<file path="src/rtl/handshake_rr_arbiter.sv">
// handshake_rr_arbiter: round-robin arbiter that grants one of NREQ
// valid/ready requesters to a shared receiver for up to BURST beats.
// Each burst ends with one idle arbitration cycle.
module handshake_rr_arbiter #(
    parameter int NREQ  = 4,
    parameter int DW    = 8,
    parameter int BURST = 4
) (
    input  logic                     clk,
    input  logic                     rst,
    input  logic [NREQ-1:0]          req_valid,
    input  logic [NREQ*DW-1:0]       req_data,
    output logic [NREQ-1:0]          req_ready,
    output logic                     out_valid,
    input  logic                     out_ready,
    output logic [DW-1:0]            out_data,
    output logic [$clog2(NREQ)-1:0]  out_src,
    output logic [NREQ-1:0]          grant
);

    localparam int         SW      = $clog2(NREQ);
    localparam logic [7:0] BURST_L = 8'(BURST);

    typedef enum logic {IDLE, BUSY} state_t;

    state_t          state_q;
    logic [NREQ-1:0] grant_q;
    logic [SW-1:0]   gidx_q;
    logic [SW-1:0]   last_q;
    logic [7:0]      beat_q;
    logic [7:0]      beat_d;

    logic            pick_found;
    logic [SW-1:0]   pick_idx;
    logic [NREQ-1:0] pick_oh;
    logic            busy;
    logic            g_valid;

    assign busy    = (state_q == BUSY);
    assign g_valid = req_valid[gidx_q];
    assign beat_d  = beat_q + 8'd1;
    assign pick_oh = {{(NREQ-1){1'b0}}, 1'b1} << pick_idx;

    // Round-robin pick: first valid above last, otherwise wrap to the lowest valid.
    always_comb begin
        pick_found = 1'b0;
        pick_idx   = '0;
        for (int i = 0; i < NREQ; i++) begin
            if (!pick_found && req_valid[i] && (SW'(i) > last_q)) begin
                pick_found = 1'b1;
                pick_idx   = SW'(i);
            end
        end
        for (int i = 0; i < NREQ; i++) begin
            if (!pick_found && req_valid[i]) begin
                pick_found = 1'b1;
                pick_idx   = SW'(i);
            end
        end
    end

    // Data mux from the granted requester onto the shared channel.
    always_comb begin
        out_data = '0;
        for (int i = 0; i < NREQ; i++) begin
            if (SW'(i) == gidx_q) out_data = req_data[i*DW +: DW];
        end
    end

    // Handshake outputs are combinational through the registered grant.
    always_comb begin
        out_valid = busy && g_valid;
        out_src   = gidx_q;
        grant     = grant_q;
        req_ready = busy ? ({{(NREQ-1){1'b0}}, out_ready} << gidx_q) : '0;
    end

    // Arbitration FSM: IDLE picks a winner, BUSY holds it until the burst
    // completes or the winner drops valid; last records who was served.
    always_ff @(posedge clk) begin
        if (!rst) begin
            state_q <= IDLE;
            grant_q <= '0;
            gidx_q  <= '0;
            beat_q  <= '0;
            last_q  <= SW'(NREQ-1);
        end else begin
            case (state_q)
                IDLE: begin
                    if (pick_found) begin
                        state_q <= BUSY;
                        grant_q <= pick_oh;
                        gidx_q  <= pick_idx;
                        beat_q  <= '0;
                    end
                end
                BUSY: begin
                    if (!g_valid) begin
                        state_q <= IDLE;
                        grant_q <= '0;
                        last_q  <= gidx_q;
                    end else if (out_ready) begin
                        beat_q <= beat_d;
                        if (beat_d == BURST_L) begin
                            state_q <= IDLE;
                            grant_q <= '0;
                            last_q  <= gidx_q;
                        end
                    end
                end
                default: begin
                    state_q <= IDLE;
                    grant_q <= '0;
                end
            endcase
        end
    end

endmodule

</file>
<file path="config.mk">
export PLATFORM = sky130hd
export DESIGN_NAME = handshake_rr_arbiter
export DESIGN_NICKNAME = d
export VERILOG_FILES = /design/src/rtl/handshake_rr_arbiter.sv
export SDC_FILE = /design/constraint.sdc
export NUM_CORES = 1
export LEC_CHECK = 0
export BUFFER_PORTS_ARGS = -buffer_cell sky130_fd_sc_hd__buf_2
export CAP_MARGIN = 30
export CORE_MARGIN = 1
export CORE_UTILIZATION = 30
export CTS_BUF_LIST = sky130_fd_sc_hd__clkbuf_4
export CTS_CLUSTER_DIAMETER = 80
export DETAILED_ROUTE_END_ITERATION = 10
export PLACE_DENSITY_LB_ADDON = 0.3
export SLEW_MARGIN = 20
export SYNTH_ARGS = -nofsm -noshare
export SYNTH_HDL_FRONTEND = slang
export SYNTH_SLANG_ARGS = --single-unit
</file>
<file path="constraint.sdc">
create_clock -name clk -period 2 [get_ports clk]
set_clock_uncertainty 0.1 [all_clocks]
set_input_delay 0 -clock clk [delete_from_list [all_inputs] [get_ports clk]]
set_output_delay 0 -clock clk [all_outputs]
set_load 0.01 [all_outputs]
</file>
# Word level (Yosys, flattened, before mapping)
# Cells that the tools add are included.
totals:
  reg_bits: 17
  out_inout_bits: 19
op_classes:
  n_addsub: 1
  order_cmp: 5
  n_eq_ne: 11
  n_shift: 2
  n_mux: 39
  bitwise: 1
  reduce_logical: 24
ops:
  columns: ["operator", "count"]
  rows:
  - ["8-bit two-way mux", 7]
  - ["4-bit two-way mux", 5]
  - ["2-bit two-way mux", 9]
  - ["8-bit case mux with 2 select lines", 1]
  - ["1-bit two-way mux", 14]
  - ["1-bit logical AND", 12]
  - ["3-bit AND reduction", 3]
  - ["8-bit by 1-bit adder with 8-bit output (second input constant)", 1]
  - ["8-bit by 3-bit == test with 1-bit output (second input constant)", 1]
  - ["4-bit case mux with 2 select lines", 1]
  - ["1-bit logical NOT", 7]
  - ["2-bit inequality test (second input constant)", 3]
  - ["2-bit == test (first input constant)", 2]
  - ["1-bit by 2-bit greater-than comparator with 1-bit output (first input constant)", 2]
  - ["2-bit greater-than comparator (first input constant)", 2]
  - ["2-bit by 1-bit inequality test with 1-bit output (second input constant)", 2]
  - ["1-bit by 2-bit << shifter with 4-bit output", 1]
  - ["1-bit by 2-bit << shifter with 4-bit output (first input constant)", 1]
  - ["2-bit by 3-bit < comparator with 1-bit output (second input constant)", 1]
  - ["3-bit by 2-bit inequality test with 1-bit output (second input constant)", 1]
  - ["3-bit inequality test (second input constant)", 1]
  - ["1-bit binary-select mux with 2-bit select", 1]
  - ["1-bit by 2-bit == test with 1-bit output (first input constant)", 1]
  - ["2-bit logical NOT", 1]
  - ["other kinds (3)", 3]

# Logic depth before layout (Yosys ltp)
# Gate-level depths: netlist (run 1).
depth:
  depth_word: 30
  mapped_depth: 7
  ltp_nobuf: 5

# Least setup slack after synthesis (run 1)
# Ideal clock, no wire load.
synth_timing:
  path_kind: "reg2reg"
  start: "reg gidx_q[1], in the netlist out_src[1]"
  end: "reg beat_q[2]"
  setup_time_ps: 57
  arrival_ps: 1758
  required_time_ps: 1843
  slack_ps: 85
  path_stages_with_launch: 6
  n_path_buf: 1
  period_less_slack_ps: 1915
  cell_sequence: "dfxtp_1 buf_6 mux4_2 a221oi_4 o21bai_1 a21o_1"
synth_via:
  elab_chain_cells: 4
synth_lines:
  columns: ["item", "line_no", "text"]
  rows:
  - ["start: declaration", "28", "logic [SW-1:0] gidx_q;"]
  - ["start signal: assignment", "93", "gidx_q <= pick_idx;"]
  - ["1-bit binary-select mux with 2-bit select", "40", "assign g_valid = req_valid[gidx_q];"]
  - ["1-bit two-way mux (implied by the code)", "40", null]
  - ["2-bit by 1-bit inequality test with 1-bit output (no line)", null, null]
  - ["3-bit AND reduction (no line)", null, null]
  - ["end signal: assignment", "103", "beat_q <= beat_d;"]
  - ["end: declaration", "30", "logic [7:0] beat_q;"]
# Every way passes these cells. The select of a mux whose other input is x is not followed.
# A chain may end at the register's enable or synchronous reset.

# Final worst setup path (run 1)
layout_timing:
  start: "reg beat_q[4]"
  end: "reg grant_q[3], in the netlist grant[3]"
layout_via:
  elab_chain_cells: 4
layout_lines:
  columns: ["item", "line_no", "text"]
  rows:
  - ["8-bit by 1-bit adder with 8-bit output", "41", "assign beat_d = beat_q + 8'd1;"]
  - ["8-bit by 3-bit == test with 1-bit output", "104", "if (beat_d == BURST_L) begin"]
  - ["3-bit by 2-bit inequality test with 1-bit output (no line)", null, null]
  - ["3-bit AND reduction (no line)", null, null]
  - ["end signal: assignment", "92", "grant_q <= pick_oh;"]
  - ["end: declaration", "27", "logic [NREQ-1:0] grant_q;"]
# Every way passes these cells.

==> results of run 1 <==
## what timing repair did
item                                   in CTS  in global routing
setup endpoints to repair                   0                  1
setup buffers                               0                  2
hold buffers                                1                  0
endpoints found under the hold margin       4                  0
## cell usage after synthesis (2+ instances only)
cell       instances
a31oi_1            3
xor2_1             2
a22o_1             2
inv_1              4
o22ai_1            2
o21ai_0            8
nor2_1             4
and2_1             4
nand2_1           19
clkbuf_1           2
or2_2              2
and3_1             4
or3_1              3
nor3b_1            2
nor2b_1            2
mux4_2             9
a21oi_1            3
o211ai_1           3
buf_2              4
nand3_1            5
or4_1              3
o2bb2ai_1          3
dfxtp_1           17
## cells by family (layout without fill, tap and decap cells)
logic type      count (synthesis)  after routing  share of synthesized area
mux                            11             11                      0.190
flops                          17             17                      0.288
compound gates                 32             32                      0.216
simple gates                   52             52                      0.231
xor+xnor                        2              2                     0.0148
fa+ha+maj                       1              1                     0.0106
buf+inv                        12             74                     0.0488
## registers in the layout, summed over array words and instances, names as in the netlist
register / flops
out_src: 2
busy: 1
grant: 4
beat_q: 8
last_q: 2
## report_power, final
part / switching, mW / internal [mW] / leakage [nW] / total, mW
Combinational: 0.180 / 0.191 / 0.553 / 0.371
Sequential: 0.0199 / 0.362 / 0.139 / 0.382
Clock: 0.118 / 0.0913 / 0.0184 / 0.209
## layout make-up
class | instances | area, um2
clock buffers | 4 | 30.0
well taps | 48 | 60.1
inverters | 4 | 15.0
repair buffers | 66 | 355
multi-input cells | 98 | 782
fillers | 382 | 2130
flip-flops and latches | 17 | 340
## worst max-delay path: stages, from the launching register on
cell	delay, ns
dfxtp_1	0.35
or4_1	0.59
o41ai_4	0.26
o22ai_1	0.21
a22o_1	0.27
## layer usage
layer	part of all wire	vias to the layer above	GRT usage
li1	-	601	-
met1	0.47	543	0.186
met2	0.45	52	0.272
met3	0.069	4	0.0335
met4	0.016	0	0.0750
met5	0	-	0
## placed cells by master, fill, tap and decap left out, types with 2 or more instances in the layout
master	synthesis	final
a21oi_1	3	3
a22o_1	2	2
a31oi_1	3	3
and2_1	4	4
and3_1	4	4
buf_2	4	57
buf_4	0	8
clkbuf_4	0	4
dfxtp_1	17	17
inv_1	4	4
mux4_2	9	9
nand2_1	19	19
nand3_1	5	5
nor2_1	4	4
nor2b_1	2	2
nor3b_1	2	2
o211ai_1	3	3
o21ai_0	8	8
o22ai_1	2	2
o2bb2ai_1	3	3
or2_2	2	2
or3_1	3	3
or4_1	3	3
xor2_1	2	2
## how the worst max path moves through the flow
stage          depth (start not counted)               startpoint                endpoint  slack [ns]
3_3_place_gp                           4   beat_q[4]$_SDFFE_PN0P_   grant[1]$_SDFFE_PN0P_        0.17
3_5_place_dp                           4  out_src[1]$_SDFFE_PN0P_  beat_q[2]$_SDFFE_PN0P_        0.14
4_1_cts                                4  out_src[1]$_SDFFE_PN0P_  beat_q[2]$_SDFFE_PN0P_        0.11
2_1_floorplan                          5  out_src[1]$_SDFFE_PN0P_  beat_q[2]$_SDFFE_PN0P_        0.09
6_report                               4   beat_q[4]$_SDFFE_PN0P_   grant[3]$_SDFFE_PN0P_        0.12
5_1_grt                                4   beat_q[4]$_SDFFE_PN0P_  last_q[1]$_SDFFE_PN1P_        0.03
==> summary.md, run 1 <==
| Metric | Value |
|---|---|
| Outcome | `finished, final reports clean` |
| RSZ-0062 raised after global routing | `false` |
| Final WL | `3090 um` |
| Initial antenna violation count | `0` |
| # port buffers | `57` |
| Leak | `0.710 nW` |
| I/O pins | `58` |
| Final nets | `230` |
| Final WS setup | `0.122 ns` |
| Routed WL per cell | `approximately 13 um` |
| Post_cts resized | `0` |
| Detail Placement HPWL | `about 2400 um` |
| Clk root buf | `clkbuf_4` |
| Routed vias/inst | `approximately 5.1` |
| Total global-route track usage | `0.159` |
| DRC violations left | `0` |
| Synth Warn # | `0` |
| Initial Utilization | `0.318` |
| Hold WS | `0.0177 ns` |
| HP Start | `req_valid[0]` |
| Pre-CTS worst setup slack | `between 0.1 and 0.15 ns` |
| Max-Slew Margin vs Limit | `0.738` |
| Die H | `64.7 um` |
| Synth Flop Type | `dfxtp_1` |
| CP arrival | `1.98 ns` |
| Data required, critical path | `roughly 2.1 ns` |
| Async set or reset register ratio after synthesis | `0` |
| Top cell type's share of synthesized area | `0.288` |
| Mapped Area | `between 1000 and 1500 um2` |
| H-tree depth | `1` |
| Synth Register Bits | `17` |
| R2R Path Start | `beat_q[4]$_SDFFE_PN0P_` |
| Clock sink count | `17` |
| Kind of end point of the critical path | `flip-flop` |
| Largest cells by area after synthesis | `dfxtp_1, mux4_2, nand2_1` |
| R2r endpoint | `grant[3]$_SDFFE_PN0P_` |
| Global-route wire length before repair | `between 5000 and 6000 um` |
| Gate Count Post-Synth | `127` |
| Fin cells | `237` |
| Finished Core Util | `0.426` |
| Design Power | `0.962 mW` |
| Placement Cell Area | `about 1500 um2` |
| # diodes | `0` |
| DRT antenna net count | `0` |
| Clock-pin slew on the worst setup and hold paths | `approximately 0.11 ns` |
| Die area | `about 4200 um2` |
| Final period utilization | `0.939` |
| Hold Fails Final Rpt | `0` |
| Synth cell types | `40` |
| # rows | `22` |
| Placed instance count | `230` |
| Setup_tns | `0 ns` |
| VDD IR-drop max | `roughly 190 uV` |
| Deepest clock path buffer count | `2` |
| Largest net degree at the start of global routing | `17` |
| CTS buffer count | `3` |
| Final setup vio count | `0` |
| Worst R2R Setup Slack | `0.12 ns` |
| GRT Residual Overflow | `0` |
| Min-Delay Endpoint | `grant[0]$_SDFFE_PN0P_` |
| Mean Syn Cell Area | `9.29 um2` |
| Max_cap viols | `0` |
| Die width | `64.7 um` |
| CP max FO | `5` |
| CTS tree | `done` |
| Final GP Congestion | `around 0.75` |
| Hold Path Depth | `3` |
| Area Growth Syn to Fin | `34.1%` |
| Drt pass-1 iters | `4` |
| Top cell type by total area after synthesis | `dfxtp_1` |
| Core area | `3720 um2` |
| Final instance area | `~1600 um2` |
| Layout cells sized above 1 | `0.444` |
| Hold Path Class | `input pin to flip-flop` |
| Startpoint types | `flip-flop` |
| Setup Crit Path Kind | `flip-flop to flip-flop` |
| DR vias | `approximately 1,200` |
| Worst skew pair latency | `approximately 0.3 ns` |
| Post-synthesis sequential area ratio | `0.288` |
| EDFF count, synth | `0` |
| R2r worst-path depth | `4` |
| Fmax achieved | `533 MHz` |
| Vias in the first global route | `1,137` |
| Fin crit period | `1.88 ns` |
| Syn nets | `167` |
| Pwr dens | `608 nW/um2` |
| Initial DRC count | `36` |
| Tightest Pin Transition | `just under 0.4 ns` |
| Number of pins with negative max-slew slack in the final report | `0` |
Note: power is estimated with default switching activity, not from simulation.
==> inputs of run 2 (changes only) <==
- CORE_UTILIZATION: 30 -> 47
- REMOVE_ABC_BUFFERS: unset -> 1
==> run 2 against run 1 <==
Compared with the run above: non-clock buffer count fell by 3; flip-flop and latch count did not move; maximum frequency fell by 0.27%; final area fell by 3.2%; hold slack improved by 0.020 ns; core utilization rose by 24 points; cell count fell by 9.7%; combinational power fell by 3%; routed wire length fell by 3.7%; die area fell by 35%; sequential power barely moved; register-to-register slack barely moved.
==> summary.md, run 2 (synthesized netlist as in run 1, its figures left out) <==
| Metric | Value |
|---|---|
| Met1 wire length | `1240 um` |
| Pre-CTS worst setup slack | `0.140 ns` |
| Leak | `0.694 nW` |
| Initial DRC count | `26` |
| Setup Fix Bufs, Post-CTS | `0` |
| Max reg flops | `8` |
| Fin cells | `214` |
| Initial antenna violation count | `0` |
| # rows | `17` |
| Startpoint types | `flip-flop` |
| Clock-pin slew on the worst setup and hold paths | `between 0.1 and 0.15 ns` |
| Final WS setup | `0.117 ns` |
| H-tree depth | `1` |
| Final period utilization | `0.941` |
| DR vias | `1,236` |
| Met2 wire length | `roughly 1600 um` |
| Routed vias/inst | `5.78` |
| Global-route wire length before repair | `4740 um` |
| Data required, critical path | `2.10 ns` |
| GRT Residual Overflow | `0` |
| Die area | `2710 um2` |
| # diodes | `0` |
| Drt pass-1 iters | `4` |
| RSZ-0062 raised after global routing | `false` |
| CP arrival | `approximately 2.0 ns` |
| FILL cells | `approximately 190` |
| R2R Path Start | `beat_q[4]$_SDFFE_PN0P_` |
| Hold Path Class | `input pin to flip-flop` |
| Setup Crit Path Kind | `flip-flop to flip-flop` |
| Worst path slowest cell | `or4_1` |
| Area Growth Syn to Fin | `29.9%` |
| R2r endpoint | `grant[3]$_SDFFE_PN0P_` |
| Fin crit period | `1.88 ns` |
| Total global-route track usage | `0.233` |
| Placed instance count | `209` |
| Placement Cell Area | `1500 um2` |
| Max_cap viols | `0` |
| I/O pins | `58` |
| Crit path cell chain | `or4_1 -> o41ai_4 -> o22ai_1 -> a22o_1` |
| Number of pins with negative max-slew slack in the final report | `0` |
| Commonest non-fill, non-tap cell in the layout | `buf_2` |
| Detail Placement HPWL | `2380 um` |
| Final WL | `2980 um` |
| Worst R2R Setup Slack | `0.12 ns` |
| Pwr dens | `roughly 610 nW/um2` |
| R2r worst-path depth | `4` |
| Vias in the first global route | `1,063` |
| Worst skew pair latency | `0.30 ns` |
| Hold Path Depth | `3` |
| Reg area | `approximately 340 um2` |
| Design Power | `0.936 mW` |
| Multi-input logic area | `between 700 and 800 um2` |
| CTS tree | `done` |
| Kind of end point of the critical path | `flip-flop` |
| Final nets | `227` |
| Final setup vio count | `0` |
| Final GP Congestion | `~0.84` |
| Hold Fails Final Rpt | `0` |
| HP Start | `req_valid[0]` |
| CP max FO | `5` |
| Crit. Startpoint | `beat_q[4]$_SDFFE_PN0P_` |
| # port buffers | `57` |
| Core area | `around 2300 um2` |
| Die H | `52.1 um` |
| Met3 WL | `131 um` |
| Reg with most FFs | `beat_q` |
| DRT antenna net count | `0` |
| Final instance area | `~1500 um2` |
| Clk root buf | `clkbuf_4` |
| Largest stage delay on the critical path | `0.60 ns` |
| Uppermost routed layer | `met4` |
| Layout cells sized above 1 | `0.435` |
| DRC violations left | `0` |
| Die width | `52.1 um` |
| Deepest clock path buffer count | `2` |
| VDD IR-drop max | `692 uV` |
| CTS buffer count | `3` |
| Hold WS | `0.0374 ns` |
| Largest net degree at the start of global routing | `17` |
| Outcome | `finished, final reports clean` |
| Min-Delay Endpoint | `grant[0]$_SDFFE_PN0P_` |
| Commonest cells after routing, fill and taps aside | `buf_2, nand2_1, dfxtp_1` |
| Tightest Pin Transition | `0.575 ns` |
| Initial Utilization | `0.514` |
| Routed WL per cell | `13.9 um` |
| Clock sink count | `17` |
| Fmax achieved | `531 MHz` |
| Max-Slew Margin vs Limit | `0.614` |
[run 2: how the worst max path moves through the flow]
| stage | slack [ns] | end |
|---|---|---|
| final | 0.12 | grant[3]$_SDFFE_PN0P_ |
| after global routing | 0.02 | grant[3]$_SDFFE_PN0P_ |
| after CTS | 0.12 | grant[3]$_SDFFE_PN0P_ |
| after detailed placement | 0.14 | grant[1]$_SDFFE_PN0P_ |
| after global placement | 0.21 | grant[3]$_SDFFE_PN0P_ |
| after floorplan | -0.15 | beat_q[2]$_SDFFE_PN0P_ |
[run 2: final cells by class]
type / count / share of cell area
clock inverter: 1 / 0.00327
timing repair buffer: 63 / 0.217
tap: 28 / 0.0229
clock buffer: 3 / 0.0147
inverter: 4 / 0.00980
multi-input combinational: 98 / 0.510
sequential: 17 / 0.222
[run 2: layer usage]
layer	up-vias	GRT usage
met5	-	0
met4	0	0.0586
li1	600	-
met3	8	0.0702
met2	34	0.380
met1	594	0.296
[run 2: critical path: cells and delay by family, from the launching register on]
kind | cells | cell delay (ns)
AND/OR/NAND/NOR | 1 | 0.60
AO/OA/AOI/OAI | 3 | 0.72
flip-flops | 1 | 0.36
[run 2: what timing repair did]
action / CTS / global route
hold buffers: 1 / 0
resized for setup: 0 / 0
setup endpoints to repair: 0 / 0
hold endpoints to repair: 5 / 0
[run 2: power by group]
part	internal, mW	switching [mW]
registers	0.362	0.0226
logic	0.183	0.177
clock network	0.0746	0.117
[run 2: through the flow]
stage | TNS, ns | utilization
after floorplan | -0.673 | -
after global placement | 0 | 0.651
after detailed placement | 0 | 0.651
after CTS | 0 | 0.667
after global routing | 0 | 0.667
final | 0 | 0.667
==> inputs of run 3 (changes only) <==
- CORE_ASPECT_RATIO: unset -> 1.1
==> run 3 against run 2 <==
Compared with the run above: final area up 0.33%; maximum frequency down 0.14%; first-iteration DRC count down 27%; sequential power about the same; count of clock-buffer cells in the layout up 1; cell count up 0.93%.
==> summary.md, run 3 (synthesized netlist as in run 1, its figures left out) <==
| Metric | Value |
|---|---|
| Startpoint types | `flip-flop` |
| CP max FO | `5` |
| Clock sink count | `17` |
| Final setup vio count | `0` |
| Initial DRC count | `19` |
| Placed instance count | `211` |
| Deepest clock path buffer count | `2` |
| # rows | `18` |
| Commonest non-fill, non-tap cell in the layout | `buf_2` |
| Pwr dens | `618 nW/um2` |
| Max reg flops | `8` |
| Global-route wire length before repair | `4500 um` |
| Leak | `0.695 nW` |
| Largest net degree at the start of global routing | `17` |
| Data required, critical path | `2.10 ns` |
| Initial Utilization | `0.509` |
| DRC violations left | `0` |
| Setup Crit Path Kind | `flip-flop to flip-flop` |
| Design Power | `0.951 mW` |
| VDD IR-drop max | `570 uV` |
| Total global-route track usage | `0.219` |
| Die width | `49.8 um` |
| Die H | `roughly 55 um` |
| Crit path cell chain | `or4_1 -> o41ai_4 -> o22ai_1 -> a22o_1` |
| Finished Core Util | `0.663` |
| Routed WL per cell | `13.9 um` |
| Clk root buf | `clkbuf_4` |
| Worst skew pair latency | `roughly 0.30 ns` |
| Reg area | `340 um2` |
| Detail Placement HPWL | `2330 um` |
| Fin cells | `216` |
| Kind of end point of the critical path | `flip-flop` |
| Number of pins with negative max-slew slack in the final report | `0` |
| CTS tree | `done` |
| GRT Residual Overflow | `0` |
| RSZ-0062 raised after global routing | `false` |
| CTS buffer count | `3` |
| Drt pass-1 iters | `4` |
| Final GP Congestion | `roughly 0.86` |
| Placement Cell Area | `1500 um2` |
| DRT antenna net count | `0` |
| I/O pins | `58` |
| Fmax achieved | `530 MHz` |
| Max_cap viols | `0` |
| Final nets | `227` |
| DR vias | `1,235` |
| Area Growth Syn to Fin | `30.3%` |
| Largest stage delay on the critical path | `roughly 0.6 ns` |
| Setup_tns | `0 ns` |
| Hold WS | `~0.029 ns` |
| Tightest Pin Transition | `0.677 ns` |
| Reg with most FFs | `beat_q` |
| FILL cells | `177` |
| Clock-pin slew on the worst setup and hold paths | `0.10 ns` |
| Multi-input logic area | `782 um2` |
| Commonest cells after routing, fill and taps aside | `buf_2, nand2_1, dfxtp_1` |
| Max-Slew Margin vs Limit | `0.545` |
| Critical path buffers and inverters | `0` |
| Outcome | `finished, final reports clean` |
| Fin crit period | `1.89 ns` |
| Final period utilization | `0.943` |
| Final WL | `3010 um` |
| # port buffers | `57` |
| # diodes | `0` |
| Top delay family on crit path | `compound AO/OA/AOI/OAI gates` |
| Pre-CTS worst setup slack | `0.134 ns` |
| Final instance area | `1540 um2` |
| Final WS setup | `0.115 ns` |
| Worst path slowest cell | `or4_1` |
| Routed vias/inst | `5.72` |
| Hold Fails Final Rpt | `0` |
| Die area | `between 2000 and 3000 um2` |
| H-tree depth | `1` |
| CP arrival | `1.98 ns` |
| Hold Path Class | `input pin to flip-flop` |
| Layout cells sized above 1 | `0.435` |
| Vias in the first global route | `1,054` |
| Core area | `about 2300 um2` |
| Setup Fix Bufs, Post-CTS | `0` |
| Initial antenna violation count | `0` |
## run 3: area by class of cell
cell class	count	area share
clock buffers	4	0.0195
inverters	4	0.00976
well taps	30	0.0244
flip-flops and latches	17	0.221
multi-input cells	98	0.509
repair buffers	63	0.216
## run 3: path summary, 6_finish.rpt
path | from | end | slack (ns) | depth (start not counted)
max | beat_q[4]$_SDFFE_PN0P_ | grant[1]$_SDFFE_PN0P_ | 0.11 | 4
max reg2reg | beat_q[4]$_SDFFE_PN0P_ | grant[1]$_SDFFE_PN0P_ | 0.11 | 4
min reg2reg | grant[0]$_SDFFE_PN0P_ | grant[0]$_SDFFE_PN0P_ | 0.38 | 1
min | req_valid[0] | grant[0]$_SDFFE_PN0P_ | 0.03 | 3
## run 3: power breakdown
part           total, mW  internal (mW)  switching [mW]
sequential         0.385          0.362          0.0229
clock              0.206         0.0914           0.114
combinational      0.360          0.182           0.178
total              0.951          0.636           0.315
## run 3: metal layers
metal | share of wire | up-vias | wire (um) | GRT usage
met2 | 0.47 | 63 | 1410 | 0.387
met3 | 0.080 | 5 | 241 | 0.0389
met4 | 0.016 | 0 | 49 | 0.124
met5 | 0 | - | 0 | 0
li1 | - | 601 | - | -
met1 | 0.43 | 566 | 1310 | 0.254
## run 3: tightest hold or removal path, cell delays in order
cell       delay [ns]
buf_2            0.12
o21ai_0          0.13
o2bb2ai_1        0.15
## run 3: repair_timing
| action | 4_1_cts | 5_1_grt |
|---|---|---|
| endpoints found under the hold margin | 4 | 0 |
| endpoints found under the setup margin | 0 | 0 |
| resized for setup | 0 | 0 |
| hold buffers | 1 | 0 |
